### src/rtl/bitrev_reorder.sv
// bitrev_reorder: output-side reorder buffer for an R2^2 SDF FFT pipeline.
// Accepts a bit-reversed complex sample stream and emits each N-point frame in
// natural order as one contiguous N-cycle burst. Two RAM banks ping-pong: one
// fills while the other drains.
//
// Ports:
//   clock        master clock, rising edge
//   reset        asynchronous, active-high reset
//   di_en        input sample valid (at most one per cycle, gaps allowed)
//   di_re/di_im  input sample, bit-reversed frame order
//   do_en        output sample valid
//   do_re/do_im  output sample, natural order; hold last value when do_en=0
module bitrev_reorder #(
  parameter int unsigned WIDTH = 16,
  parameter int unsigned LOG_N = 6
) (
  input  logic             clock,
  input  logic             reset,
  input  logic             di_en,
  input  logic [WIDTH-1:0] di_re,
  input  logic [WIDTH-1:0] di_im,
  output logic             do_en,
  output logic [WIDTH-1:0] do_re,
  output logic [WIDTH-1:0] do_im
);

  localparam int unsigned N = 1 << LOG_N;

  typedef enum logic [0:0] {StIdle, StRead} state_e;

  function automatic logic [LOG_N-1:0] bitrev(input logic [LOG_N-1:0] a);
    logic [LOG_N-1:0] r;
    for (int i = 0; i < LOG_N; i++) r[i] = a[LOG_N-1-i];
    return r;
  endfunction

  // Write side
  logic [LOG_N-1:0] wr_cnt;
  logic             wr_bank;
  logic             frame_done;

  // Last sample of a frame is being accepted this cycle.
  assign frame_done = di_en && (wr_cnt == '1);

  always_ff @(posedge clock or posedge reset) begin
    if (reset) begin
      wr_cnt  <= '0;
      wr_bank <= 1'b0;
    end else if (di_en) begin
      wr_cnt <= wr_cnt + LOG_N'(1);  // wraps to 0 after N-1
      if (frame_done) wr_bank <= ~wr_bank;
    end
  end

  // Read FSM
  state_e           state_q, state_d;
  logic [LOG_N-1:0] rd_cnt;
  logic             rd_bank;
  logic             rd_active;

  always_ff @(posedge clock or posedge reset) begin
    if (reset) state_q <= StIdle;
    else       state_q <= state_d;
  end

  always_comb begin
    state_d = state_q;
    unique case (state_q)
      StIdle: if (frame_done) state_d = StRead;
      // A frame completing on the last read cycle continues the burst with no bubble.
      StRead: if (rd_cnt == '1 && !frame_done) state_d = StIdle;
      default: state_d = StIdle;
    endcase
  end

  always_comb begin
    rd_active = (state_q == StRead);
  end

  always_ff @(posedge clock or posedge reset) begin
    if (reset) begin
      rd_cnt  <= '0;
      rd_bank <= 1'b0;
    end else begin
      if (rd_active) rd_cnt <= rd_cnt + LOG_N'(1);  // wraps to 0, ready for a restart
      // Only ever fires at burst start: frames take >= N cycles to arrive.
      if (frame_done) rd_bank <= wr_bank;
    end
  end

  // Storage: {bank, addr} indexed, contents not reset
  logic [2*WIDTH-1:0] mem [2*N];
  logic [2*WIDTH-1:0] rd_data;

  always_ff @(posedge clock) begin
    if (di_en) mem[{wr_bank, bitrev(wr_cnt)}] <= {di_re, di_im};
    if (rd_active) rd_data <= mem[{rd_bank, rd_cnt}];
  end

  // Output pipeline: RAM read stage then output register
  logic rd_vld;

  always_ff @(posedge clock or posedge reset) begin
    if (reset) begin
      rd_vld <= 1'b0;
      do_en  <= 1'b0;
      do_re  <= '0;
      do_im  <= '0;
    end else begin
      rd_vld <= rd_active;
      do_en  <= rd_vld;
      if (rd_vld) begin
        do_re <= rd_data[2*WIDTH-1:WIDTH];
        do_im <= rd_data[WIDTH-1:0];
      end
    end
  end

endmodule
### config.mk
export PLATFORM = sky130hd
export DESIGN_NAME = bitrev_reorder
export DESIGN_NICKNAME = d
export VERILOG_FILES = /design/src/rtl/bitrev_reorder.sv
export SDC_FILE = /design/constraint.sdc
export NUM_CORES = 2
export LEC_CHECK = 0
export ABC_AREA = 0
export BUFFER_PORTS_ARGS = -buffer_cell sky130_fd_sc_hd__buf_2
export CAP_MARGIN = 0
export CELL_PAD_IN_SITES_DETAIL_PLACEMENT = 1
export CELL_PAD_IN_SITES_GLOBAL_PLACEMENT = 2
export CORE_ASPECT_RATIO = 1.25
export CORE_MARGIN = 2
export CORE_UTILIZATION = 49
export DETAILED_ROUTE_END_ITERATION = 8
export GPL_ROUTABILITY_DRIVEN = 0
export PLACE_DENSITY_LB_ADDON = 0.1
export SLEW_MARGIN = 20
export SYNTH_ARGS = -nofsm -noshare
export SYNTH_HDL_FRONTEND = slang
export SYNTH_SLANG_ARGS = --single-unit
### constraint.sdc
create_clock -name clock -period 4.2 [get_ports clock]
set_clock_uncertainty 0.05 [all_clocks]
set_input_delay 0.21 -clock clock [delete_from_list [all_inputs] [get_ports clock]]
set_output_delay 0.21 -clock clock [all_outputs]
set_load 0.005 [all_outputs]
==> out/metrics.cfg <==
[yosys]
seq_area_frac_synth_pct=78.05
synth_top_area_share_pct=77.29
synth_edf_count=4128
yosys.area.top_type=edfxtp_1
synthTopCellsByArea=edfxtp_1 77%, mux4_2 12%, mux2i_1 3.0%
synth_ff_type=edfxtp_1
ys_ff_latch=4177
synth_cell_types=74
syn-num-nets=7356
syn_inst=7319
yosys_warnings=0
syn_area_um2=160400
syn_area_per_cell_um2=21.91
async_flop_share_pct=1.173

[final_layout]
areaGrowthSynthToFinish_pct=14.83
final_cell_area_um2=184200
final_common_cell=edfxtp_1
nNetsFinal=8044
seqCellArea_um2=125200
fill_cells=27220
multiInputGateArea_um2=33760
utilization_pct=56.62
drive_gt1_share_pct=28.86
final_cell_mix=4128 x edfxtp_1, 839 x mux4_2, 538 x buf_4, 476 x mux2i_1, 415 x clkbuf_16

[grt]
grt_pass1_wl_um=705400
antenna_found_initial=38
grt_overflow=0
grt_use_total_pct=30.98
grt_max_degree=129
first_global_vias=84310

[pwr]
power.leakage_nw=57.79
seq_power_share_pct=46.2
total_power_mw=102.8
p_int_mw=75.60
clockPowerShare_pct=35.8
powerDensity_nw_per_um2=558.4
irDropWorstVdd_mv=0.4430
p_sw_mw=27.23
power_frac_comb_pct=18.1
swShare_pct=26.48

[timing]
hold_viol=0
worst_slack_ps=-13.38
setup_viol=1
rsz0062_at_grt=no
fin_crit_ps=4213
tightest_slew_ps=1217
timing.fmax_mhz=237.3
drv_slew=0
slew-limit-headroom_pct=18.25
post-route-period-util_pct=100.3
hold_slack_ps=263.6

[placed_design]
pre_cts_ws_ps=-165.9
placed_cell_area_um2=170600
port_buffers=67
detailed_place_hpwl_um=310100

[critical_path]
startpoint_type=flop
r2r-end=rd_data[9]
rr_startpoint=rd_cnt[0]
worst_ep_arrival_time_ps=4800
crit_path_end_kind=flop
critPathKind=reg2reg
cp_max_fo=20
cp.required_ps=4790
r2r_cells=8
r2r_slack_ps=-10

[clocking]
cts_buffer_depth=4
cts_setup_buffers=0
cts.clk_slew.worst_paths_ps=60
cts_buffers=407
cts_sinks=4177
root_buffer=clkbuf_16
insertion_delay_ps=950
cts_tree=yes
h-tree-depth=5

[detailed_routing]
vias_per_cell=6.481
drc_errors=0
drt_wl_total_um=512100
first_pass_iters=6
vias=82400
drtIter0Drc=10360
wl_per_cell_um=40.27
drt.antenna.violating_nets=0

[die]
core.rowCount=234
dieArea_um2=331900
start_util_pct=49.31
io_pins=68
die_h_um=643.6
fp.coreArea_um2=325300
die_w_um=515.7

[outcome]
status=complete, but fails checks
violations=setup timing

[min_path]
hp-class=in2reg
hp-start=di_re[5]
hold_depth=2
hold_path_end=mem[41][21]

[job]
drv_cap=0

registers in the layout, indices dropped and copies added (netlist names):
| register | count |
|---|---|
| rd_bank | 1 |
| do_im | 16 |
| do_re | 16 |
| wr_cnt | 6 |
| rd_data | 32 |
| do_en | 1 |
| rd_vld | 1 |
| rd_cnt | 6 |
| mem | 4096 |
| wr_bank | 1 |
| rd_active | 1 |
power groups by stage:
stage          registers [mW]  logic [mW]  clock network, mW
4_1_cts                  47.5        18.7               37.2
6_report                 47.5        18.6               36.8
3_3_place_gp             48.3        18.4                  0
2_1_floorplan            47.9        11.2                  0
5_1_grt                  47.5        19.4               38.7
3_5_place_dp             48.3        18.6                  0
synth_stat cells, types with 43 or more instances:
cell type     n
o221ai_1     71
nor2b_1      49
a21oi_1      84
nor2_1      204
a211oi_1     56
o21ai_0      45
mux4_2      839
a22oi_1      86
buf_6        47
nand3_1      52
mux2_2      119
nand2_1     210
a221oi_1     43
clkbuf_1    120
buf_2       125
dfrtp_1      49
edfxtp_1   4128
buf_4       104
o22ai_1      96
mux2i_1     476
layout make-up:
type	count	share of cell area [%]
tap	4366	2.966
clock inverter	219	1.251
clock buffer	515	5.886
inverter	4	0.01699
sequential	4177	67.99
multi-input combinational	2711	18.33
timing repair buffer	706	3.538
antenna	17	0.02310
what timing repair did:
item | CTS | global route
resized for setup | 2 | 0
endpoints found under the setup margin | 2 | 0
endpoints found under the hold margin | 1775 | 0
hold buffers | 36 | 0
worst max-delay path by stage:
stage	startpoint	end	slack (ps)	cells past startpoint
floorplan	wr_bank	mem[81][0]	340	4
global placement	rd_cnt[0]	rd_data[12]	-750	8
detailed placement	rd_cnt[1]	rd_data[15]	-170	9
CTS	rd_cnt[1]	rd_data[15]	120	9
global route	rd_cnt[0]	rd_data[9]	70	8
finish	rd_cnt[0]	rd_data[9]	-10	8
per-stage QoR:
step	std cells	TNS, ps
3_3_place_gp	11920	-2394
6_report	12720	-13.38
3_5_place_dp	11930	-253.8
2_1_floorplan	7319	0
5_1_grt	12700	0
4_1_cts	12700	0
critical path: stages (launching register included):
cell and delay [ps]:
dfrtp_4 780, buf_12 290, buf_12 180, buf_12 210, mux4_2 540, a221oi_1 420, nor2_1 270, nor3_1 980
a2bb2oi_1 130
cells by family after synthesis:
kind of cell | share of synthesized area (%)
buf+inv | 1.611
xor+xnor | 0.06007
simple gates | 1.758
fa+ha+maj | 0.01560
mux | 15.59
compound gates | 2.914
flops | 78.05
metal layers:
layer | part of all wire [%] | wire (um) | GRT usage [%] | up-vias
met5 | 0.025 | 126 | 0 | -
met4 | 4.7 | 24030 | 12.31 | 20
met3 | 7.7 | 39610 | 5.124 | 817
met2 | 49 | 251300 | 50.58 | 3773
met1 | 38 | 197000 | 41.80 | 45540
li1 | - | - | - | 32250
Note: power is estimated with default switching activity, not from simulation.
